`src/rtl/mem_master_if.sv`:
```
// ---------------------------------------------------------------------------
// mem_master_if
// Groups every handshake and bus signal of mem_master into one bundle.
//   cmd_*   : command channel from the CPU/load-store side (valid/ready)
//   wr_*    : write-data stream into the master (valid/ready)
//   rd_*    : read-data stream out of the master (valid only, no backpressure)
//   done/err: command completion pulses
//   mem_*   : strobe/ready bus to the single-port 16-bit RAM responder
// Modports:
//   master : the view taken by mem_master itself
//   slave  : the view taken by the surrounding CPU side and RAM
// ---------------------------------------------------------------------------
interface mem_master_if #(
  parameter int size_addr = 8,
  parameter int len_width = 4
);
  logic                 cmd_valid;
  logic                 cmd_ready;
  logic                 cmd_write;
  logic [size_addr-1:0] cmd_addr;
  logic [len_width-1:0] cmd_len;

  logic [15:0]          wr_data;
  logic                 wr_valid;
  logic                 wr_ready;

  logic [15:0]          rd_data;
  logic                 rd_valid;
  logic                 done;
  logic                 err;

  logic                 mem_read;
  logic                 mem_write;
  logic [size_addr-1:0] mem_address;
  logic [15:0]          mem_wdata;
  logic [15:0]          mem_rdata;
  logic                 mem_ready_r;
  logic                 mem_ready_w;

  modport master (
    input  cmd_valid, cmd_write, cmd_addr, cmd_len,
    input  wr_data, wr_valid,
    input  mem_rdata, mem_ready_r, mem_ready_w,
    output cmd_ready, wr_ready, rd_data, rd_valid, done, err,
    output mem_read, mem_write, mem_address, mem_wdata
  );

  modport slave (
    output cmd_valid, cmd_write, cmd_addr, cmd_len,
    output wr_data, wr_valid,
    output mem_rdata, mem_ready_r, mem_ready_w,
    input  cmd_ready, wr_ready, rd_data, rd_valid, done, err,
    input  mem_read, mem_write, mem_address, mem_wdata
  );
endinterface

```
`src/rtl/mem_master.sv`:
```
// ---------------------------------------------------------------------------
// mem_master
// Bus initiator for the single-port 16-bit RAM. Accepts single/burst
// commands, runs one RAM access per beat (issue cycle + wait for ready),
// streams read data out, pulls write data in, and aborts a beat whose ready
// never arrives within `timeout` wait cycles.
// Ports:
//   clk   : clock, all state on the rising edge
//   reset : asynchronous, active-low reset
//   bus   : mem_master_if.master (command, write/read streams, RAM bus)
// ---------------------------------------------------------------------------
module mem_master #(
  parameter int size_addr = 8,
  parameter int len_width = 4,
  parameter int timeout   = 15
) (
  input  logic          clk,
  input  logic          reset,
  mem_master_if.master  bus
);

  typedef enum logic [2:0] {
    IDLE,
    RD_ISSUE,
    RD_WAIT,
    WR_DATA,
    WR_ISSUE,
    WR_WAIT
  } state_t;

  // Last watchdog count still allowed to see a ready; one more idle wait
  // cycle past this aborts the beat.
  localparam logic [7:0] c_wdog_last = 8'(timeout - 1);

  state_t               r_state;
  logic [size_addr-1:0] r_cur_addr;
  logic [len_width-1:0] r_beats_left;
  logic [7:0]           r_wdog;
  logic                 r_cmd_ready;
  logic                 r_mem_read;
  logic                 r_mem_write;
  logic [size_addr-1:0] r_mem_address;
  logic [15:0]          r_mem_wdata;
  logic [15:0]          r_rd_data;
  logic                 r_rd_valid;
  logic                 r_done;
  logic                 r_err;

  logic [size_addr-1:0] w_next_addr;
  logic                 w_last_beat;

  // Address wraps modulo 2^size_addr by plain truncation.
  assign w_next_addr = r_cur_addr + size_addr'(1);
  assign w_last_beat = (r_beats_left == '0);

  always_ff @(posedge clk or negedge reset) begin
    if (!reset) begin
      r_state       <= IDLE;
      r_cur_addr    <= '0;
      r_beats_left  <= '0;
      r_wdog        <= '0;
      r_cmd_ready   <= 1'b1;
      r_mem_read    <= 1'b0;
      r_mem_write   <= 1'b0;
      r_mem_address <= '0;
      r_mem_wdata   <= '0;
      r_rd_data     <= '0;
      r_rd_valid    <= 1'b0;
      r_done        <= 1'b0;
      r_err         <= 1'b0;
    end else begin
      // NOTE: non-blocking throughout, so every branch below sees the state of
      // the previous cycle; the one-cycle pulses default low and are raised
      // only in the branch that produces them.
      r_rd_valid <= 1'b0;
      r_done     <= 1'b0;
      r_err      <= 1'b0;

      unique case (r_state)
        IDLE: begin
          if (bus.cmd_valid) begin
            r_cur_addr   <= bus.cmd_addr;
            r_beats_left <= bus.cmd_len;
            r_cmd_ready  <= 1'b0;
            if (bus.cmd_write) begin
              r_state <= WR_DATA;
            end else begin
              // Strobe is registered on entry so it is high during RD_ISSUE.
              r_state       <= RD_ISSUE;
              r_mem_read    <= 1'b1;
              r_mem_address <= bus.cmd_addr;
            end
          end
        end

        RD_ISSUE: begin
          r_mem_read <= 1'b0;
          r_wdog     <= '0;
          r_state    <= RD_WAIT;
        end

        RD_WAIT: begin
          if (bus.mem_ready_r) begin
            r_rd_data  <= bus.mem_rdata;
            r_rd_valid <= 1'b1;
            if (w_last_beat) begin
              r_state     <= IDLE;
              r_done      <= 1'b1;
              r_cmd_ready <= 1'b1;
            end else begin
              r_beats_left  <= r_beats_left - len_width'(1);
              r_cur_addr    <= w_next_addr;
              r_mem_read    <= 1'b1;
              r_mem_address <= w_next_addr;
              r_state       <= RD_ISSUE;
            end
          end else if (r_wdog == c_wdog_last) begin
            r_state     <= IDLE;
            r_done      <= 1'b1;
            r_err       <= 1'b1;
            r_cmd_ready <= 1'b1;
          end else begin
            r_wdog <= r_wdog + 8'd1;
          end
        end

        WR_DATA: begin
          // Unbounded wait for the producer; the watchdog is not running here.
          if (bus.wr_valid) begin
            r_mem_wdata   <= bus.wr_data;
            r_mem_write   <= 1'b1;
            r_mem_address <= r_cur_addr;
            r_state       <= WR_ISSUE;
          end
        end

        WR_ISSUE: begin
          r_mem_write <= 1'b0;
          r_wdog      <= '0;
          r_state     <= WR_WAIT;
        end

        WR_WAIT: begin
          if (bus.mem_ready_w) begin
            if (w_last_beat) begin
              r_state     <= IDLE;
              r_done      <= 1'b1;
              r_cmd_ready <= 1'b1;
            end else begin
              r_beats_left <= r_beats_left - len_width'(1);
              r_cur_addr   <= w_next_addr;
              r_state      <= WR_DATA;
            end
          end else if (r_wdog == c_wdog_last) begin
            r_state     <= IDLE;
            r_done      <= 1'b1;
            r_err       <= 1'b1;
            r_cmd_ready <= 1'b1;
          end else begin
            r_wdog <= r_wdog + 8'd1;
          end
        end

        default: begin
          r_state     <= IDLE;
          r_cmd_ready <= 1'b1;
          r_mem_read  <= 1'b0;
          r_mem_write <= 1'b0;
        end
      endcase
    end
  end

  assign bus.cmd_ready   = r_cmd_ready;
  // wr_ready is decoded straight from the state so data can be taken on the
  // first edge spent in WR_DATA.
  assign bus.wr_ready    = (r_state == WR_DATA);
  assign bus.rd_data     = r_rd_data;
  assign bus.rd_valid    = r_rd_valid;
  assign bus.done        = r_done;
  assign bus.err         = r_err;
  assign bus.mem_read    = r_mem_read;
  assign bus.mem_write   = r_mem_write;
  assign bus.mem_address = r_mem_address;
  assign bus.mem_wdata   = r_mem_wdata;

endmodule

```
`src/flat_wrapper.sv`:
```
// flat-port wrapper written by rule: the top's interface ports become plain ports
module mem_master_flat 
#(
  parameter int size_addr = 8,
  parameter int len_width = 4,
  parameter int timeout   = 15
)
  (clk, reset, bus_cmd_valid, bus_cmd_write, bus_cmd_addr, bus_cmd_len, bus_wr_data, bus_wr_valid, bus_mem_rdata, bus_mem_ready_r, bus_mem_ready_w, bus_cmd_ready, bus_wr_ready, bus_rd_data, bus_rd_valid, bus_done, bus_err, bus_mem_read, bus_mem_write, bus_mem_address, bus_mem_wdata);
  mem_master_if #(.size_addr(size_addr), .len_width(len_width)) bus_i ();
  input  logic clk;
  input  logic reset;
  input wire logic [$bits(bus_i.cmd_valid)-1:0] bus_cmd_valid;
  input wire logic [$bits(bus_i.cmd_write)-1:0] bus_cmd_write;
  input wire logic [$bits(bus_i.cmd_addr)-1:0] bus_cmd_addr;
  input wire logic [$bits(bus_i.cmd_len)-1:0] bus_cmd_len;
  input wire logic [$bits(bus_i.wr_data)-1:0] bus_wr_data;
  input wire logic [$bits(bus_i.wr_valid)-1:0] bus_wr_valid;
  input wire logic [$bits(bus_i.mem_rdata)-1:0] bus_mem_rdata;
  input wire logic [$bits(bus_i.mem_ready_r)-1:0] bus_mem_ready_r;
  input wire logic [$bits(bus_i.mem_ready_w)-1:0] bus_mem_ready_w;
  output wire logic [$bits(bus_i.cmd_ready)-1:0] bus_cmd_ready;
  output wire logic [$bits(bus_i.wr_ready)-1:0] bus_wr_ready;
  output wire logic [$bits(bus_i.rd_data)-1:0] bus_rd_data;
  output wire logic [$bits(bus_i.rd_valid)-1:0] bus_rd_valid;
  output wire logic [$bits(bus_i.done)-1:0] bus_done;
  output wire logic [$bits(bus_i.err)-1:0] bus_err;
  output wire logic [$bits(bus_i.mem_read)-1:0] bus_mem_read;
  output wire logic [$bits(bus_i.mem_write)-1:0] bus_mem_write;
  output wire logic [$bits(bus_i.mem_address)-1:0] bus_mem_address;
  output wire logic [$bits(bus_i.mem_wdata)-1:0] bus_mem_wdata;
  assign bus_i.cmd_valid = bus_cmd_valid;
  assign bus_i.cmd_write = bus_cmd_write;
  assign bus_i.cmd_addr = bus_cmd_addr;
  assign bus_i.cmd_len = bus_cmd_len;
  assign bus_i.wr_data = bus_wr_data;
  assign bus_i.wr_valid = bus_wr_valid;
  assign bus_i.mem_rdata = bus_mem_rdata;
  assign bus_i.mem_ready_r = bus_mem_ready_r;
  assign bus_i.mem_ready_w = bus_mem_ready_w;
  assign bus_cmd_ready = bus_i.cmd_ready;
  assign bus_wr_ready = bus_i.wr_ready;
  assign bus_rd_data = bus_i.rd_data;
  assign bus_rd_valid = bus_i.rd_valid;
  assign bus_done = bus_i.done;
  assign bus_err = bus_i.err;
  assign bus_mem_read = bus_i.mem_read;
  assign bus_mem_write = bus_i.mem_write;
  assign bus_mem_address = bus_i.mem_address;
  assign bus_mem_wdata = bus_i.mem_wdata;
  mem_master #(.size_addr(size_addr), .len_width(len_width), .timeout(timeout)) u_core (.clk(clk), .reset(reset), .bus(bus_i));
endmodule
```
`config.mk`:
```
export PLATFORM = sky130hd
export DESIGN_NAME = mem_master_flat
export DESIGN_NICKNAME = d
export VERILOG_FILES = /design/src/rtl/mem_master_if.sv /design/src/rtl/mem_master.sv /design/src/flat_wrapper.sv
export SDC_FILE = /design/constraint.sdc
export NUM_CORES = 1
export LEC_CHECK = 0
export CAP_MARGIN = 25
export CORE_ASPECT_RATIO = 0.5
export CORE_MARGIN = 4
export CORE_UTILIZATION = 44
export DETAILED_ROUTE_END_ITERATION = 12
export GPL_ROUTABILITY_DRIVEN = 1
export PLACE_DENSITY = 0.84
export SLEW_MARGIN = 30
export SYNTH_ARGS = -nofsm -noshare
export SYNTH_HDL_FRONTEND = slang
export SYNTH_SLANG_ARGS = --single-unit
```
`constraint.sdc`:
```
create_clock -name clk -period 1.65 [get_ports clk]
set_input_delay 0.165 -clock clk [delete_from_list [all_inputs] [get_ports clk]]
set_output_delay 0.165 -clock clk [all_outputs]
set_load 0.1 [all_outputs]
```
Word level (Yosys, flattened, before mapping)

Index checks and enable logic that the tools add are counted.

Mux-type cells: 52
$add $sub $neg: 3
Reductions and logical operators: 18
Equal/unequal tests: 14
Bitwise gates (word level): 3

Operators with widths:

| kind                  | count |
|---|---|
| $mux W8               | 12 |
| $pmux W8 S3           | 3 |
| $mux W1               | 19 |
| $pmux W3 S6           | 1 |
| $add A8 B1 Y8 const B | 2 |
| $mux W4               | 4 |
| $ne A2 B2 Y1 const B  | 8 |
| $mux W3               | 5 |
| $pmux W4 S3           | 1 |
| $reduce_and A2 Y1     | 5 |
| $reduce_bool A3 Y1    | 3 |
| $eq A8 B4 Y1 const B  | 1 |
| $eq A3 B2 Y1 const B  | 2 |
| $eq A3 B3 Y1 const B  | 2 |
| $pmux W1 S2           | 3 |
| $reduce_and A6 Y1     | 1 |
| $reduce_or A3 Y1      | 2 |
| $reduce_and A5 Y1     | 1 |
| $logic_not A4 Y1      | 1 |
| $mux W2               | 2 |
| $pmux W1 S4           | 1 |
| $reduce_and A4 Y1     | 1 |
| $reduce_or A4 Y1      | 1 |
| $sub A4 B1 Y4 const B | 1 |
| other kinds (6)       | 8 |

Output and inout port bits: 47
Register bits: 69

Depth between registers and ports, before layout

Depth in word-level cells: 4
Mapped depth: 7

Worst setup path after synthesis

No wires, ideal clock.

Path kind: reg-to-reg
Start point: reg u_core.r_state[2]
End point: reg u_core.r_mem_wdata[0], in the netlist u_core.bus.mem_wdata[0]
Library setup time: 126 ps
Slack: -201 ps
Data required time: 1524 ps
Arrival time: 1726 ps
Path buffers: 2
Stages on the path, launching flop included: 7
Cells stage by stage: dfrtp_1 buf_2 nand3b_1 inv_2 nand2_4 buf_6 mux2_2

Longest elaborated chain between the ends: 2

RTL lines:

| element                            | RTL line           | source |
|---|---|---|
| start: declaration                 | mem_master.sv:35   | `state_t r_state;` |
| start signal: assignment           | mem_master.sv:58   | `r_state <= IDLE;` |
| start signal: assignment           | mem_master.sv:86   | `r_state <= WR_DATA;` |
| start signal: assignment           | mem_master.sv:89   | `r_state <= RD_ISSUE;` |
| $eq A3 B2 Y1                       | n/a                |  |
| net bus_wr_ready                   | flat_wrapper.sv:22 | `output wire logic [$bits(bus_i.wr_ready)-1:0] bus_wr_ready;` |
| $reduce_and A2 Y1 (no source line) | n/a                |  |
| end signal: assignment             | mem_master.sv:130  | `r_mem_wdata <= bus.wr_data;` |
| end: declaration                   | mem_master.sv:43   | `logic [15:0] r_mem_wdata;` |

The timed path passes the listed nets, and every way through them passes these cells.
A chain may end at the register's enable or synchronous reset.

Worst setup path after layout

Start point: reg u_core.r_beats_left[0]
End point: reg u_core.r_mem_address[0], in the netlist u_core.bus.mem_address[0]

Longest elaborated chain between the ends: 3

RTL lines:

| element                            | RTL line          | source |
|---|---|---|
| start: declaration                 | mem_master.sv:37  | `logic [len_width-1:0] r_beats_left;` |
| start signal: assignment           | mem_master.sv:83  | `r_beats_left <= bus.cmd_len;` |
| start signal: assignment           | mem_master.sv:111 | `r_beats_left <= r_beats_left - len_width'(1);` |
| start signal: assignment           | mem_master.sv:150 | `r_beats_left <= r_beats_left - len_width'(1);` |
| $logic_not A4 Y1                   | mem_master.sv:54  | `assign w_last_beat = (r_beats_left == '0);` |
| $ne A2 B2 Y1 (no source line)      | n/a               |  |
| $reduce_and A6 Y1 (no source line) | n/a               |  |
| end signal: assignment             | mem_master.sv:91  | `r_mem_address <= bus.cmd_addr;` |
| end signal: assignment             | mem_master.sv:114 | `r_mem_address <= w_next_addr;` |
| end signal: assignment             | mem_master.sv:132 | `r_mem_address <= r_cur_addr;` |
| end: declaration                   | mem_master.sv:42  | `logic [size_addr-1:0] r_mem_address;` |

Every way passes these cells.

==> metrics.md <==
| Metric | Value |
|---|---|
| Final worst-path cycle share | `1.14` |
| Crit path capture type | `flop` |
| Routed WL per cell | `25.3 um` |
| Number of synthesized flops with an enable pin | `0` |
| Area contributors post-synth | `dfrtp_1 46%, mux2_2 10%, mux2i_1 3.0%` |
| Die X | `137 um` |
| FP Rows | `23` |
| Setup violators final | `50` |
| Worst-Margin Slew | `610 ps` |
| Drc violations | `0` |
| Number of port buffers | `97` |
| Fmax | `0.530 GHz` |
| Synth area leader | `dfrtp_1` |
| Max Cap Viol | `0` |
| Grt total ovfl | `0` |
| TritonRoute pass-1 iters | `5` |
| Reg-to-reg endpoint | `u_core.bus.mem_address[0]` |
| CTS tree | `done` |
| Worst-case clock buffer depth | `2` |
| Critical Path Stages | `7` |
| Fin crit period | `approximately 1900 ps` |
| H-tree depth | `3` |
| Root buffer cell | `clkbuf_16` |
| Area fraction of the dominant cell type after synthesis | `0.461` |
| Area Growth Syn to Fin | `80.1%` |
| Via/cell ratio | `between 6 and 7` |
| Initial antenna violation count | `0` |
| Vias in the first global route | `3763` |
| Synth Warn # | `0` |
| Unrepaired setup endpoints after global routing | `true` |
| CTS Buf Count | `9` |
| PnR worst setup slack | `-238 ps` |
| Worst Skew | `approximately 5 ps` |
| Max-slew headroom | `0.593` |
| Cell area after synthesis | `between 0.003 and 0.004 mm^2` |
| Final Hold Violating Endpoints | `0` |
| Max-slew violations | `0` |
| Antenna diode count | `0` |
| Initial Util | `0.456` |
| Crit path max-delay family | `simple AND/OR/NAND/NOR gates` |
| Die area | `0.0100 mm^2` |
| Antenna Nets Post-Route | `0` |
| Post-Syn Instances | `325` |
| R2r startpoint | `u_core.r_beats_left[0]` |
| Clock Pin Slew Worst Setup and Hold Paths | `60 ps` |
| Vias | `between 3000 and 4000` |
| Syn_area_per_cell | `11.3 um^2` |
| Largest net degree at the start of global routing | `26` |
| Slowest CP cell | `dfrtp_1` |
| Gr usage total | `0.266` |
| Drt total wl | `around 16000 um` |
| Seq cells post-synth | `69` |
| Skew-Pair Late Insertion Delay | `between 300 and 400 ps` |
| CP cell instances | `inv_2 -> ha_4 -> or3b_4 -> a21oi_4 -> nor3b_4 -> buf_12 -> mux2_4` |
| Crit path launch type | `flop` |
| Worst Hold Class | `input pin to async pin` |
| Outcome | `finished with violations` |
| Post-synth top flop | `dfrtp_1` |
| WS Path Type | `flop to flop` |
| # clock sinks | `69` |
| First-pass GRT wire length | `20300 um` |
| Share of layout cells above drive strength 1 | `0.507` |
| CP arrival | `2100 ps` |
| Core ar. | `slightly above 0.008 mm^2` |
| DIE HEIGHT | `a little over 70 um` |
| Post-synth cell types | `73` |
| Most frequent cells in the layout | `65 x buf_4, 65 x dfrtp_1, 52 x buf_12` |
| CP Max Fanout | `8` |
| HPWL Detailed | `7630 um` |
| IO Count | `98` |
| First DRT Iteration DRCs | `518` |
| Net Count, Synth | `380` |
| CP bufs+invs | `2` |
| Post-synthesis sequential area ratio | `0.468` |
| Required @ worst endpoint | `between 1500 and 2000 ps` |
| Worst R2R Path Depth | `7` |
| Synth async-reset ratio | `1.00` |
| CP max stage delay | `about 420 ps` |
| Nets | `559` |
| Violated checks | `negative setup slack` |
| Final Wtd Congestion | `between 0.8 and 0.9` |
| R2r setup slk | `-240 ps` |
| Hold WS | `380 ps` |
==> layer usage <==
layer  wire (um)  share of wire  vias to the layer above  GRT usage
met5           0              0                        -          0
met4         990          0.063                        0      0.134
met1        5800           0.37                     1901      0.314
li1            -              -                     1568          -
met3        1430          0.091                      106     0.0709
met2        7490           0.48                      330      0.451
==> kinds of logic (layout without fill, tap and decap cells) <==
family | after synthesis | in the layout | synth area share
adder cells (fa/ha/maj) | 4 | 4 | 0.0136
flip-flops | 69 | 69 | 0.468
AO/OA/AOI/OAI | 77 | 77 | 0.150
multiplexers | 51 | 51 | 0.158
XOR/XNOR | 5 | 5 | 0.0119
AND/OR/NAND/NOR | 87 | 89 | 0.148
buffers and inverters | 32 | 214 | 0.0499
==> registers in the layout (all words and copies together) (netlist names) <==
name / cells
u_core.bus.cmd_ready: 1
u_core.bus.done: 1
u_core.bus.err: 1
u_core.bus.mem_address: 8
u_core.bus.mem_read: 1
u_core.bus.mem_wdata: 16
u_core.bus.mem_write: 1
u_core.bus.rd_data: 16
u_core.bus.rd_valid: 1
u_core.r_beats_left: 4
u_core.r_cur_addr: 8
u_core.r_state: 3
u_core.r_wdog: 8
==> layout make-up <==
cell class              count  area, um^2
inverters                  13        62.6
clock buffers              13         270
well taps                 112         140
clock inverters             3        42.5
repair buffers            185        2230
flip-flops and latches     69        1730
multi-input cells         226        2170
fillers                   384        1440
==> timing repair <==
item | 4_1_cts | 5_1_grt
resized for setup | 41 | 66
cloned | 2 | 0
endpoints found under the hold margin | 19 | 0
setup buffers | 23 | 16
setup endpoints to repair | 45 | 65
pin swaps | 9 | 26
hold buffers | 1 | 0
==> worst max-delay path by stage <==
stage,slack [ps],end,start
3_3_place_gp,-220,u_core.bus.mem_address[7],bus_cmd_valid
2_1_floorplan,-90,u_core.bus.mem_address[0],u_core.r_beats_left[1]
6_report,-240,u_core.bus.mem_address[0],u_core.r_beats_left[0]
3_5_place_dp,-280,u_core.bus.mem_address[4],bus_cmd_valid
4_1_cts,-130,u_core.bus.mem_address[4],u_core.r_beats_left[1]
5_1_grt,-300,u_core.bus.mem_address[7],u_core.r_cur_addr[1]
==> through the flow <==
step,std cells,setup TNS (ps),instance area [um^2],utilization,setup WS (ps)
floorplan,325,-533,3730,-,-88.8
global route,621,-6450,6640,0.822,-301
detailed placement,565,-6010,5560,0.688,-279
global placement,565,-3710,5560,0.688,-223
CTS,607,-1130,6260,0.774,-130
finish,621,-5280,6640,0.822,-238
==> Yosys cell counts (all sizes together) (3+ instances only) <==
master and count:
nand3 8, nor2b 6, o21ai 13, mux2 40, dfrtp 68, o211ai 4, nand2 20, xnor2 4
mux2i 11, nor3 6, a21oi 10, a22oi 7, ha 4, nor2 13, o22ai 7, a31oi 5
nor3b 4, clkbuf 5, buf 14, or3 3, nand4 4, o22a 4, and2 5, a21boi 3
inv 13, o31ai 3
Power is left out: the tool's default activity adds up to more than one toggle a clock period on the data nets, which glitch-free logic cannot reach.
